<file path="config.mk">
export PLATFORM = sky130hd
export DESIGN_NAME = sram_bist_flat
export DESIGN_NICKNAME = d
export VERILOG_FILES = /design/src/rtl/sram_bist_pkg.sv /design/src/rtl/sram_bist_if.sv /design/src/rtl/sram_bist_checker.sv /design/src/rtl/sram_bist.sv /design/src/flat_wrapper.sv
export SDC_FILE = /design/constraint.sdc
export NUM_CORES = 1
export LEC_CHECK = 0
export CAP_MARGIN = 30
export CORE_AREA = 10 10 145 161
export CTS_CLUSTER_DIAMETER = 200
export CTS_CLUSTER_SIZE = 40
export DETAILED_ROUTE_END_ITERATION = 10
export DIE_AREA = 0 0 155 171
export PLACE_DENSITY = 0.76
export SLEW_MARGIN = 20
export SYNTH_ARGS = -nofsm -noshare
export SYNTH_HDL_FRONTEND = slang
export SYNTH_HIERARCHICAL = 1
export SYNTH_SLANG_ARGS = --single-unit
</file>
<file path="constraint.sdc">
create_clock -name clk_i -period 2.9 [get_ports clk_i]
set_input_delay 0.725 -clock clk_i [delete_from_list [all_inputs] [get_ports clk_i]]
set_output_delay 0.725 -clock clk_i [all_outputs]
set_load 0.1 [all_outputs]
</file>
<file path="src/rtl/sram_bist_pkg.sv">
// Shared definitions for the SRAM built-in self test: FSM encodings, tag constants, test pattern.
// Latency: n/a (constants and a pure function).
// Backpressure: n/a.
package sram_bist_pkg;

    // FSM encodings
    localparam logic [2:0] S_IDLE  = 3'd0;
    localparam logic [2:0] S_WRITE = 3'd1;
    localparam logic [2:0] S_READ  = 3'd2;
    localparam logic [2:0] S_DRAIN = 3'd3;
    localparam logic [2:0] S_DONE  = 3'd4;

    // Response tag meaning "no response this cycle"; also the tag driven on writes
    localparam logic [1:0] ID_NONE  = 2'd0;
    localparam logic [3:0] MASK_ALL = 4'hF;

    // Test word for index i: only the low 16 bits of the index shape the pattern
    function automatic logic [31:0] bist_pattern(input logic [15:0] idx_lo);
        return {idx_lo ^ 16'hA5A5, ~idx_lo};
    endfunction

endpackage

</file>
<file path="src/rtl/sram_bist_if.sv">
// SRAM request/response bus between an initiator (BIST, cpu) and the SRAM controller.
// Latency: n/a (wires only).
// Backpressure: mem_waitrequest stalls the initiator; requests must be held while stalled.
// Ports: mem_id/address/read/write/writedata/writedatamask flow initiator->target,
//        mem_waitrequest/readdata/readdataid flow target->initiator.
interface sram_bist_if;
    logic        mem_waitrequest;
    logic [1:0]  mem_id;
    logic [29:0] mem_address;
    logic        mem_read;
    logic        mem_write;
    logic [31:0] mem_writedata;
    logic [3:0]  mem_writedatamask;
    logic [31:0] mem_readdata;
    logic [1:0]  mem_readdataid;

    modport master (
        input  mem_waitrequest, mem_readdata, mem_readdataid,
        output mem_id, mem_address, mem_read, mem_write, mem_writedata, mem_writedatamask
    );

    modport slave (
        output mem_waitrequest, mem_readdata, mem_readdataid,
        input  mem_id, mem_address, mem_read, mem_write, mem_writedata, mem_writedatamask
    );
endinterface

</file>
<file path="src/rtl/sram_bist_checker.sv">
// Read-back checker: tracks the expected word index, compares responses, counts errors, latches first fail.
// Latency: results registered one cycle after the response is presented.
// Backpressure: none; every valid response is consumed in the cycle it arrives.
// Ports: clk_i/rst_i; clear_i (new test), restart_i (new pass, index back to 0), inv_i (pattern inverted),
//        rsp_vld_i/rsp_dat_i (accepted read response); errors_o and fail_* results.
module sram_bist_checker
    import sram_bist_pkg::*;
#(
    parameter logic [29:0] BASE = 30'h1000_0000
) (
    input  logic        clk_i,
    input  logic        rst_i,
    input  logic        clear_i,
    input  logic        restart_i,
    input  logic        inv_i,
    input  logic        rsp_vld_i,
    input  logic [31:0] rsp_dat_i,
    output logic [15:0] errors_o,
    output logic [29:0] fail_address_o,
    output logic [31:0] fail_expected_o,
    output logic [31:0] fail_actual_o
);

    logic [29:0] cnt_q, cnt_d;
    logic [15:0] errors_q, errors_d;
    logic [29:0] fail_addr_q, fail_addr_d;
    logic [31:0] fail_exp_q, fail_exp_d;
    logic [31:0] fail_act_q, fail_act_d;
    logic [31:0] exp_w;
    logic        mismatch;

    assign exp_w    = bist_pattern(cnt_q[15:0]) ^ {32{inv_i}};
    assign mismatch = rsp_vld_i && (rsp_dat_i != exp_w);

    always_comb begin
        cnt_d       = cnt_q;
        errors_d    = errors_q;
        fail_addr_d = fail_addr_q;
        fail_exp_d  = fail_exp_q;
        fail_act_d  = fail_act_q;
        if (clear_i) begin
            cnt_d       = '0;
            errors_d    = '0;
            fail_addr_d = '0;
            fail_exp_d  = '0;
            fail_act_d  = '0;
        end else begin
            if (restart_i) begin
                cnt_d = '0;
            end
            if (rsp_vld_i) begin
                cnt_d = cnt_q + 30'd1;
            end
            if (mismatch) begin
                if (errors_q != 16'hFFFF) begin
                    errors_d = errors_q + 16'd1;
                end
                // errors never wraps back to zero, so zero means no mismatch seen yet
                if (errors_q == 16'd0) begin
                    fail_addr_d = BASE + cnt_q;
                    fail_exp_d  = exp_w;
                    fail_act_d  = rsp_dat_i;
                end
            end
        end
    end

    always_ff @(posedge clk_i) begin
        if (rst_i) begin
            cnt_q       <= '0;
            errors_q    <= '0;
            fail_addr_q <= '0;
            fail_exp_q  <= '0;
            fail_act_q  <= '0;
        end else begin
            cnt_q       <= cnt_d;
            errors_q    <= errors_d;
            fail_addr_q <= fail_addr_d;
            fail_exp_q  <= fail_exp_d;
            fail_act_q  <= fail_act_d;
        end
    end

    assign errors_o        = errors_q;
    assign fail_address_o  = fail_addr_q;
    assign fail_expected_o = fail_exp_q;
    assign fail_actual_o   = fail_act_q;

endmodule

</file>
<file path="src/rtl/sram_bist.sv">
// SRAM BIST initiator: writes a pattern over BASE..BASE+WORDS-1, reads it back pipelined, reports result.
// Latency: about 2*WORDS+MAX_OUT+3 cycles start->done with no stalls and 1-cycle read latency.
// Backpressure: honours mem_waitrequest (request held stable); at most MAX_OUT reads in flight.
// Ports: clk_i/rst_i (sync active-high), start_i, busy_o, done_o, pass_o, errors_o, fail_*_o, bus (master).
// Option: SRAM_BIST_INVERT_PASS_EN adds a second write/read pass using the inverted pattern.
module sram_bist
    import sram_bist_pkg::*;
#(
    parameter logic [29:0] BASE    = 30'h1000_0000,
    parameter int unsigned WORDS   = 262144,
    parameter logic [1:0]  ID      = 2'd3,
    parameter int unsigned MAX_OUT = 3
) (
    input  logic          clk_i,
    input  logic          rst_i,
    input  logic          start_i,
    output logic          busy_o,
    output logic          done_o,
    output logic          pass_o,
    output logic [15:0]   errors_o,
    output logic [29:0]   fail_address_o,
    output logic [31:0]   fail_expected_o,
    output logic [31:0]   fail_actual_o,
    sram_bist_if.master   bus
);

    localparam logic [29:0] LAST_IDX = 30'(WORDS - 1);
    localparam logic [2:0]  OUT_MAX  = 3'(MAX_OUT);

    logic [2:0]  state_q, state_d;
    logic [29:0] idx_q, idx_d;
    logic [2:0]  out_q, out_d;
    logic        pass_q, pass_d;
    logic        inv_q;
`ifdef SRAM_BIST_INVERT_PASS_EN
    logic        inv_d;
`else
    assign inv_q = 1'b0;
`endif

    logic        rsp_vld;
    logic        rd_req;
    logic        wr_req;
    logic        accept;
    logic        rd_acc;
    logic        chk_clear;
    logic        chk_restart;
    logic [15:0] errors_w;

    // Only count our own tag, and only while reads can be outstanding; stale
    // responses after an aborted test are dropped here.
    assign rsp_vld = (bus.mem_readdataid == ID) &&
                     ((state_q == S_READ) || (state_q == S_DRAIN)) &&
                     (out_q != 3'd0);

    // A response this cycle frees a slot, so a full window can still issue.
    // While stalled the window can only shrink, so a raised read stays raised.
    assign rd_req = (state_q == S_READ) && ((out_q < OUT_MAX) || rsp_vld);
    assign wr_req = (state_q == S_WRITE);
    assign accept = (rd_req || wr_req) && !bus.mem_waitrequest;
    assign rd_acc = rd_req && !bus.mem_waitrequest;

    assign bus.mem_read          = rd_req;
    assign bus.mem_write         = wr_req;
    assign bus.mem_id            = rd_req ? ID : ID_NONE;
    assign bus.mem_address       = (rd_req || wr_req) ? (BASE + idx_q) : '0;
    assign bus.mem_writedata     = wr_req ? (bist_pattern(idx_q[15:0]) ^ {32{inv_q}}) : '0;
    assign bus.mem_writedatamask = MASK_ALL;

    always_comb begin
        state_d     = state_q;
        idx_d       = idx_q;
        out_d       = out_q;
        pass_d      = pass_q;
`ifdef SRAM_BIST_INVERT_PASS_EN
        inv_d       = inv_q;
`endif
        chk_clear   = 1'b0;
        chk_restart = 1'b0;

        if (rd_acc && !rsp_vld) begin
            out_d = out_q + 3'd1;
        end else if (!rd_acc && rsp_vld) begin
            out_d = out_q - 3'd1;
        end

        case (state_q)
            S_IDLE: begin
                if (start_i) begin
                    state_d   = S_WRITE;
                    idx_d     = '0;
                    pass_d    = 1'b0;
                    chk_clear = 1'b1;
`ifdef SRAM_BIST_INVERT_PASS_EN
                    inv_d     = 1'b0;
`endif
                end
            end
            S_WRITE: begin
                if (accept) begin
                    if (idx_q == LAST_IDX) begin
                        state_d = S_READ;
                        idx_d   = '0;
                    end else begin
                        idx_d = idx_q + 30'd1;
                    end
                end
            end
            S_READ: begin
                if (accept) begin
                    if (idx_q == LAST_IDX) begin
                        state_d = S_DRAIN;
                        idx_d   = '0;
                    end else begin
                        idx_d = idx_q + 30'd1;
                    end
                end
            end
            S_DRAIN: begin
                // out_q==0 implies no response is counted this cycle, so errors is final
                if (out_q == 3'd0) begin
`ifdef SRAM_BIST_INVERT_PASS_EN
                    if (!inv_q) begin
                        state_d     = S_WRITE;
                        idx_d       = '0;
                        inv_d       = 1'b1;
                        chk_restart = 1'b1;
                    end else begin
                        state_d = S_DONE;
                        pass_d  = (errors_w == 16'd0);
                    end
`else
                    state_d = S_DONE;
                    pass_d  = (errors_w == 16'd0);
`endif
                end
            end
            S_DONE: begin
                state_d = S_IDLE;
            end
            default: begin
                state_d = S_IDLE;
            end
        endcase
    end

    always_ff @(posedge clk_i) begin
        if (rst_i) begin
            state_q <= S_IDLE;
            idx_q   <= '0;
            out_q   <= '0;
            pass_q  <= 1'b0;
`ifdef SRAM_BIST_INVERT_PASS_EN
            inv_q   <= 1'b0;
`endif
        end else begin
            state_q <= state_d;
            idx_q   <= idx_d;
            out_q   <= out_d;
            pass_q  <= pass_d;
`ifdef SRAM_BIST_INVERT_PASS_EN
            inv_q   <= inv_d;
`endif
        end
    end

    sram_bist_checker #(
        .BASE (BASE)
    ) u_checker (
        .clk_i           (clk_i),
        .rst_i           (rst_i),
        .clear_i         (chk_clear),
        .restart_i       (chk_restart),
        .inv_i           (inv_q),
        .rsp_vld_i       (rsp_vld),
        .rsp_dat_i       (bus.mem_readdata),
        .errors_o        (errors_w),
        .fail_address_o  (fail_address_o),
        .fail_expected_o (fail_expected_o),
        .fail_actual_o   (fail_actual_o)
    );

    assign errors_o = errors_w;
    assign busy_o   = (state_q != S_IDLE) && (state_q != S_DONE);
    assign done_o   = (state_q == S_DONE);
    assign pass_o   = pass_q;

endmodule

</file>
<file path="src/flat_wrapper.sv">
// flat-port wrapper written by rule: the top's interface ports become plain ports
module sram_bist_flat import sram_bist_pkg::*;
#(
    parameter logic [29:0] BASE    = 30'h1000_0000,
    parameter int unsigned WORDS   = 262144,
    parameter logic [1:0]  ID      = 2'd3,
    parameter int unsigned MAX_OUT = 3
)
  (clk_i, rst_i, start_i, busy_o, done_o, pass_o, errors_o, fail_address_o, fail_expected_o, fail_actual_o, bus_mem_waitrequest, bus_mem_readdata, bus_mem_readdataid, bus_mem_id, bus_mem_address, bus_mem_read, bus_mem_write, bus_mem_writedata, bus_mem_writedatamask);
  sram_bist_if bus_i ();
  input  logic clk_i;
  input  logic rst_i;
  input  logic start_i;
  output logic busy_o;
  output logic done_o;
  output logic pass_o;
  output logic [15:0] errors_o;
  output logic [29:0] fail_address_o;
  output logic [31:0] fail_expected_o;
  output logic [31:0] fail_actual_o;
  input wire logic [$bits(bus_i.mem_waitrequest)-1:0] bus_mem_waitrequest;
  input wire logic [$bits(bus_i.mem_readdata)-1:0] bus_mem_readdata;
  input wire logic [$bits(bus_i.mem_readdataid)-1:0] bus_mem_readdataid;
  output wire logic [$bits(bus_i.mem_id)-1:0] bus_mem_id;
  output wire logic [$bits(bus_i.mem_address)-1:0] bus_mem_address;
  output wire logic [$bits(bus_i.mem_read)-1:0] bus_mem_read;
  output wire logic [$bits(bus_i.mem_write)-1:0] bus_mem_write;
  output wire logic [$bits(bus_i.mem_writedata)-1:0] bus_mem_writedata;
  output wire logic [$bits(bus_i.mem_writedatamask)-1:0] bus_mem_writedatamask;
  assign bus_i.mem_waitrequest = bus_mem_waitrequest;
  assign bus_i.mem_readdata = bus_mem_readdata;
  assign bus_i.mem_readdataid = bus_mem_readdataid;
  assign bus_mem_id = bus_i.mem_id;
  assign bus_mem_address = bus_i.mem_address;
  assign bus_mem_read = bus_i.mem_read;
  assign bus_mem_write = bus_i.mem_write;
  assign bus_mem_writedata = bus_i.mem_writedata;
  assign bus_mem_writedatamask = bus_i.mem_writedatamask;
  sram_bist #(.BASE(BASE), .WORDS(WORDS), .ID(ID), .MAX_OUT(MAX_OUT)) u_core (.clk_i(clk_i), .rst_i(rst_i), .start_i(start_i), .busy_o(busy_o), .done_o(done_o), .pass_o(pass_o), .errors_o(errors_o), .fail_address_o(fail_address_o), .fail_expected_o(fail_expected_o), .fail_actual_o(fail_actual_o), .bus(bus_i));
endmodule
</file>
==> results.sh, run 1 <==
export IMPL_cp_required_ns=3.20
export IMPL_grt_ovfl_total=0
export IMPL_place_congestion=0.971
export IMPL_skew_ns=0.0100
export IMPL_cp_arrival_ns=3.18
export IMPL_detail_route_wl_per_cell_um=17.9
export IMPL_root_buffer="clkbuf_16"
export IMPL_synthCells=1040
export IMPL_rsz0062_at_grt="true"
export IMPL_netlist_area_mm2=0.00887
export IMPL_period_minus_slack_ns=2.89
export IMPL_htree_num_levels=4
export IMPL_rows=55
export IMPL_grt_max_degree=73
export IMPL_layout_drive_gt1_share=0.308
export IMPL_critPathKind="input pin to flip-flop"
export IMPL_cts_made_buffers=17
export IMPL_path_clk_slew_ns=0.07
export IMPL_outcome="finished, final reports clean"
export IMPL_antenna_found_initial=0
export IMPL_cts_tree="yes"
export IMPL_yosysWarningCount=6
export IMPL_drt_total_wl_mm=27.7
export IMPL_first_pass_iters=7
export IMPL_fin_crit_sh=0.995
export IMPL_synth_avg_cell_area_um2=8.53
export IMPL_register_area_mm2=0.00339
export IMPL_relSlewSlack=0.555
export IMPL_max_freq_ghz=0.347
export IMPL_ys_async_sr_fraction=0
export IMPL_cts_sinks=169
export IMPL_synth_edff_count=0
export IMPL_holdCritPathClass="flip-flop to flip-flop"
export IMPL_power_density_mw_per_mm2=407
export IMPL_totalPowerFinal_mw=5.29
export IMPL_placed_cells=1501
export IMPL_grt_pass1_vias=8341
export IMPL_die_w_um=155
export IMPL_finalMaxSlewViolations=0
export IMPL_core_area_mm2=0.0202
export IMPL_ys_flop_type="dfxtp_1"
export IMPL_multi_input_area_mm2=0.00514
export IMPL_seq_area_frac_synth=0.381
export IMPL_drc_errors=0
export IMPL_layout_cells_non_filler=1548
export IMPL_nets=1323
export IMPL_start_kind="input pin"
export IMPL_cts_buffer_depth=2
export IMPL_grt_pass1_wl_mm=43.1
export IMPL_drt_vias_per_instance=5.48
export IMPL_via_count=8483
export IMPL_synthToLayoutAreaGrowth_pct=46.7
export IMPL_final_setup_tns_ns=0
export IMPL_die_area_mm2=0.0265
export IMPL_die_y_um=171
export IMPL_synth_seq_cells=169
export IMPL_cp_max_fo=6
export IMPL_vdd_drop_max_mv=0.341
export IMPL_dp_hpwl_mm=20.1
export IMPL_ioPinCount=221
export IMPL_ant_nets=0
export IMPL_finalHoldViolCount=0
export IMPL_drt_iter0_drc=540
export IMPL_start_util=0.440
export IMPL_fillers=1610
export IMPL_hold_ws_ns=0.502
export IMPL_ys_types=62
export IMPL_drv_cap=0
export IMPL_numPortBuffers=216
export IMPL_setup_viol=0
export IMPL_clk_latency_ns=0.42
export IMPL_leakage_nw=5.56
export IMPL_tightestPinTransition_ns=0.665
export IMPL_worstSetupEndpointType="flip-flop"
export IMPL_grt_util_all_layers=0.197
## state kept, by name, summed over array words and instances, names as in the netlist
| register | cells |
|---|---|
| u_core/state_q | 3 |
| u_core/u_checker/fail_address_o | 30 |
| u_core/u_checker/cnt_q | 30 |
| u_core/idx_q | 30 |
| u_core/pass_o | 1 |
| u_core/u_checker/errors_o | 16 |
| u_core/u_checker/fail_expected_o | 24 |
| u_core/out_q | 3 |
| u_core/u_checker/fail_actual_o | 32 |
## worst max-delay path: stages
cell and delay (ns):
dlygate4sd2_1 0.25, xnor2_1 0.14, or4_4 0.53, nor4_4 0.29, a41oi_2 0.17, o311ai_4 0.31
buf_6 0.25, clkbuf_16 0.19, mux2i_1 0.25, nor2_1 0.07
## report_power, final
part,internal (mW),switching [mW],leakage [nW],total [mW]
logic,0.260,0.463,3.92,0.723
registers,2.32,0.00689,1.36,2.33
clock network,1.27,0.975,0.278,2.24
total,3.85,1.45,5.56,5.29
## synth_stat cells (17+ instances only)
cell type    n  share of area
xnor2_1     41          0.040
nand4_1     23          0.016
nand2_1     51          0.022
dfxtp_1    169           0.38
inv_1       18         0.0076
nor2b_1     20          0.014
and2_1      41          0.029
clkbuf_1    45          0.019
buf_2       19          0.011
xor2_1      23          0.023
a21oi_1     46          0.026
mux2i_1     89           0.10
or3_1       28          0.020
nor4_1      17          0.012
nor2_1     145          0.061
nand3_1     39          0.022
buf_4       27          0.023
o21ai_0     23          0.013
nor3_1      28          0.016
## placed cells by master, fill, tap and decap left out, types with 6 or more instances in the layout
| cell type | netlist | layout |
|---|---|---|
| buf_4 | 27 | 188 |
| dfxtp_1 | 169 | 167 |
| nor2_1 | 145 | 135 |
| mux2i_1 | 89 | 86 |
| buf_12 | 0 | 75 |
| nand2_1 | 51 | 51 |
| a21oi_1 | 46 | 45 |
| xnor2_1 | 41 | 40 |
| nand3_1 | 39 | 39 |
| clkdlybuf4s50_1 | 0 | 31 |
| or3_1 | 28 | 28 |
| nor3_1 | 28 | 24 |
| nand4_1 | 23 | 23 |
| and2_4 | 0 | 22 |
| o21ai_0 | 23 | 22 |
| xor2_1 | 23 | 21 |
| clkbuf_16 | 0 | 20 |
| nor2b_1 | 20 | 20 |
| inv_1 | 18 | 18 |
| and2_2 | 0 | 15 |
| nor4_1 | 17 | 15 |
| and3_1 | 11 | 11 |
| conb_1 | 2 | 10 |
| nor2_2 | 0 | 9 |
| or4_1 | 10 | 9 |
| o211ai_1 | 8 | 8 |
| or2_2 | 9 | 8 |
| and4_1 | 8 | 8 |
| o31ai_1 | 8 | 8 |
| a2111oi_0 | 7 | 7 |
| ha_1 | 6 | 6 |
## worst paths after layout
check / startpoint / endpoint / slack (ns) / depth (start not counted)
hold / removal: u_core/u_checker/fail_address_o[21] / u_core/u_checker/fail_address_o[21] / 0.50 / 2
setup reg to reg: u_core/u_checker/cnt_q[8] / u_core/u_checker/fail_expected_o[29] / 0.18 / 9
hold reg to reg: u_core/u_checker/fail_address_o[21] / u_core/u_checker/fail_address_o[21] / 0.50 / 2
setup / recovery: bus_mem_readdata[3] / u_core/u_checker/fail_expected_o[29] / 0.01 / 10
## layout make-up
cell class / count / area share
clock inverters: 11 / 0.00865
multi-input cells: 761 / 0.395
well taps: 256 / 0.0246
flip-flops and latches: 169 / 0.261
repair buffers: 311 / 0.270
clock buffers: 21 / 0.0361
diodes: 1 / 0.000192
inverters: 18 / 0.00519
## metrics by stage
stage / cell area, um^2 / utilization / worst slack [ns]
after floorplan: 9040 / - / -0.377
after detailed placement: 12100 / 0.599 / -0.545
final: 13000 / 0.645 / 0.0149
after global routing: 13000 / 0.645 / -0.0480
after CTS: 12900 / 0.638 / -0.0430
after global placement: 12100 / 0.599 / -0.447
## kinds of logic after synthesis
logic type,Yosys count,synth area share
simple gates,456,0.269
xor+xnor,64,0.0632
other cells,2,0.000847
mux,95,0.108
buf+inv,118,0.0701
compound gates,129,0.0963
flops,169,0.381
fa+ha+maj,7,0.0107
## metal layers
layer  share of wire  global-route usage  up-vias  wire length [um]
met2            0.48               0.332      332             13400
met5               0                   0        -                 0
met4           0.021              0.0608        0               571
met3           0.082              0.0645       36              2260
li1                -                   -     4091                 -
met1            0.41               0.231     4024             11500
## what timing repair did
action,CTS,global route
gates resized for setup,28,17
hold buffers,0,0
buffers inserted,7,1
pin swaps,7,8
gates cloned,4,3
setup endpoints to repair,115,106
Note: power is estimated with default switching activity, not from simulation.
==> run 2: changes to the inputs <==
CTS_CLUSTER_SIZE = unset   (was 40)
PLACE_DENSITY = 0.74   (was 0.76)
==> run 2 against run 1 <==
Against the previous run: flip-flop and latch count stayed put; critical endpoint is now bus_mem_address[3]; cell count down 0.32%; clock power increased by 8%; sequential share of layout area fell by 0.20 points; final area increased by 0.67%; highest routed layer unchanged.
==> results.sh, run 2 (synthesis results as in run 1) <==
export IMPL_outcome="finished, final reports clean"
export IMPL_grt_pass1_wl_mm=43.6
export IMPL_drt_vias_per_instance=5.49
export IMPL_drt_iter0_drc=497
export IMPL_cpMostUsedCell="buf_12"
export IMPL_first_pass_iters=5
export IMPL_path_clk_slew_ns=0.07
export IMPL_grt_util_all_layers=0.199
export IMPL_die_w_um=155
export IMPL_leakage_nw=5.63
export IMPL_final_common_cell="buf_4"
export IMPL_clk_latency_ns=0.43
export IMPL_r2r_setup_slack_ns=0.21
export IMPL_setup_viol=0
export IMPL_relSlewSlack=0.572
export IMPL_cp_max_fo=7
export IMPL_numPortBuffers=216
export IMPL_start_kind="input pin"
export IMPL_antenna_found_initial=0
export IMPL_r2r_cells=9
export IMPL_dp_hpwl_mm=20.2
export IMPL_n_antenna_cell=0
export IMPL_ant_nets=0
export IMPL_cts_sinks=169
export IMPL_tightestPinTransition_ns=0.641
export IMPL_path_cells="clkdlybuf4s15_2, and2_4, o21ai_4, mux2_4, nor2_4, buf_12, buf_12, and2_2, buf_12"
export IMPL_drc_errors=0
export IMPL_hold_start="u_core/pass_o"
export IMPL_period_minus_slack_ns=2.86
export IMPL_root_buffer="clkbuf_16"
export IMPL_cp_arrival_ns=2.13
export IMPL_fin_crit_sh=0.985
export IMPL_start_util=0.440
export IMPL_vdd_drop_max_mv=0.352
export IMPL_finalMaxSlewViolations=0
export IMPL_final_setup_tns_ns=0
export IMPL_rsz0062_at_grt="true"
export IMPL_cts_buffer_depth=2
export IMPL_worstHoldPathCells=2
export IMPL_cp_required_ns=2.17
export IMPL_grt_ovfl_total=0
export IMPL_min_to="u_core/pass_o"
export IMPL_die_y_um=171
export IMPL_cts_made_buffers=17
export IMPL_largest_reg_flops=32
export IMPL_detail_route_wl_per_cell_um=18.2
export IMPL_core_area_mm2=0.0202
export IMPL_critPathKind="input pin to output port"
export IMPL_skew_ns=0.0140
export IMPL_grt_max_degree=59
export IMPL_place_congestion=0.880
export IMPL_ioPinCount=221
export IMPL_critPathMaxStageDelay_ns=0.30
export IMPL_drt_total_wl_mm=28.1
export IMPL_worstSetupEndpointType="output port"
export IMPL_layout_drive_gt1_share=0.307
export IMPL_max_freq_ghz=0.350
export IMPL_via_count=8466
export IMPL_slowest_stage="mux2_4"
export IMPL_rr_endpoint="u_core/u_checker/fail_expected_o[23]"
export IMPL_totalPowerFinal_mw=5.49
export IMPL_final_cell_mix="179 x buf_4, 166 x dfxtp_1, 135 x nor2_1"
export IMPL_htree_num_levels=4
export IMPL_nets=1319
export IMPL_rr_startpoint="u_core/u_checker/cnt_q[12]"
export IMPL_power_density_mw_per_mm2=419
export IMPL_grt_pass1_vias=8307
export IMPL_finalHoldViolCount=0
export IMPL_drv_cap=0
export IMPL_die_area_mm2=0.0265
export IMPL_holdCritPathClass="flip-flop to flip-flop"
export IMPL_cts_tree="yes"
export IMPL_synthToLayoutAreaGrowth_pct=47.7
export IMPL_rows=55
-- run 2: how the worst max path moves through the flow --
| stage | from | endpoint | slack, ns | depth (start not counted) |
|---|---|---|---|---|
| floorplan | u_core/state_q[0] | bus_mem_writedata[12] | -0.38 | 4 |
| global placement | bus_mem_readdata[27] | u_core/u_checker/fail_address_o[13] | -0.46 | 10 |
| detailed placement | bus_mem_readdata[27] | u_core/u_checker/fail_address_o[27] | -0.51 | 10 |
| CTS | bus_mem_readdata[3] | u_core/u_checker/fail_actual_o[14] | 0.02 | 10 |
| global route | bus_mem_readdata[26] | u_core/u_checker/fail_expected_o[23] | -0.02 | 11 |
| finish | bus_mem_readdataid[1] | bus_mem_address[3] | 0.04 | 9 |
-- run 2: per-stage QoR --
step	hold WS (ns)	util	std cells	setup slack (ns)	cell area, um^2
after floorplan	0.458	-	1048	-0.377	9040
after global placement	0.471	0.598	1499	-0.463	12100
after detailed placement	0.480	0.598	1499	-0.506	12100
after CTS	0.496	0.638	1537	0.0162	12900
after global routing	0.524	0.650	1543	-0.0210	13100
final	0.490	0.650	1543	0.0427	13100
-- run 2: cell type report --
cell class                      count  area, um^2
Inverter                           18        67.6
Tap cell                          256         320
Sequential cell                   169        3390
Multi-Input combinational cell    761        5140
Clock buffer                       18         439
Timing Repair Buffer              307        3560
Fill cell                        1599        7060
Clock inverter                     14         184
-- run 2: repair_timing --
| action | CTS | global route |
|---|---|---|
| hold buffers | 0 | 0 |
| gates cloned | 4 | 6 |
| buffers inserted | 3 | 0 |
| gates resized for setup | 24 | 21 |
| pin swaps | 7 | 7 |
| endpoints found under the setup margin | 114 | 117 |
| hold endpoints to repair | 0 | 0 |
-- run 2: power breakdown --
group	leakage (nW)	total [mW]	internal, mW	switching, mW
registers	1.36	2.33	2.32	0.00703
logic	3.95	0.729	0.266	0.464
clock network	0.310	2.43	1.41	1.02
total	5.63	5.49	4.00	1.49
-- run 2: critical path, delay by kind of cell --
family                 cells  cell delay [ns]
buffers and inverters      4             0.61
AND/OR/NAND/NOR            3             0.43
multiplexers               1             0.30
AO/OA/AOI/OAI              1             0.05
-- run 2: metal layers --
layer / GRT usage / share of wire / routed length [um]
met5: 0 / 0 / 0
met1: 0.232 / 0.41 / 11600
met2: 0.336 / 0.48 / 13600
met3: 0.0700 / 0.085 / 2400
met4: 0.0567 / 0.017 / 480
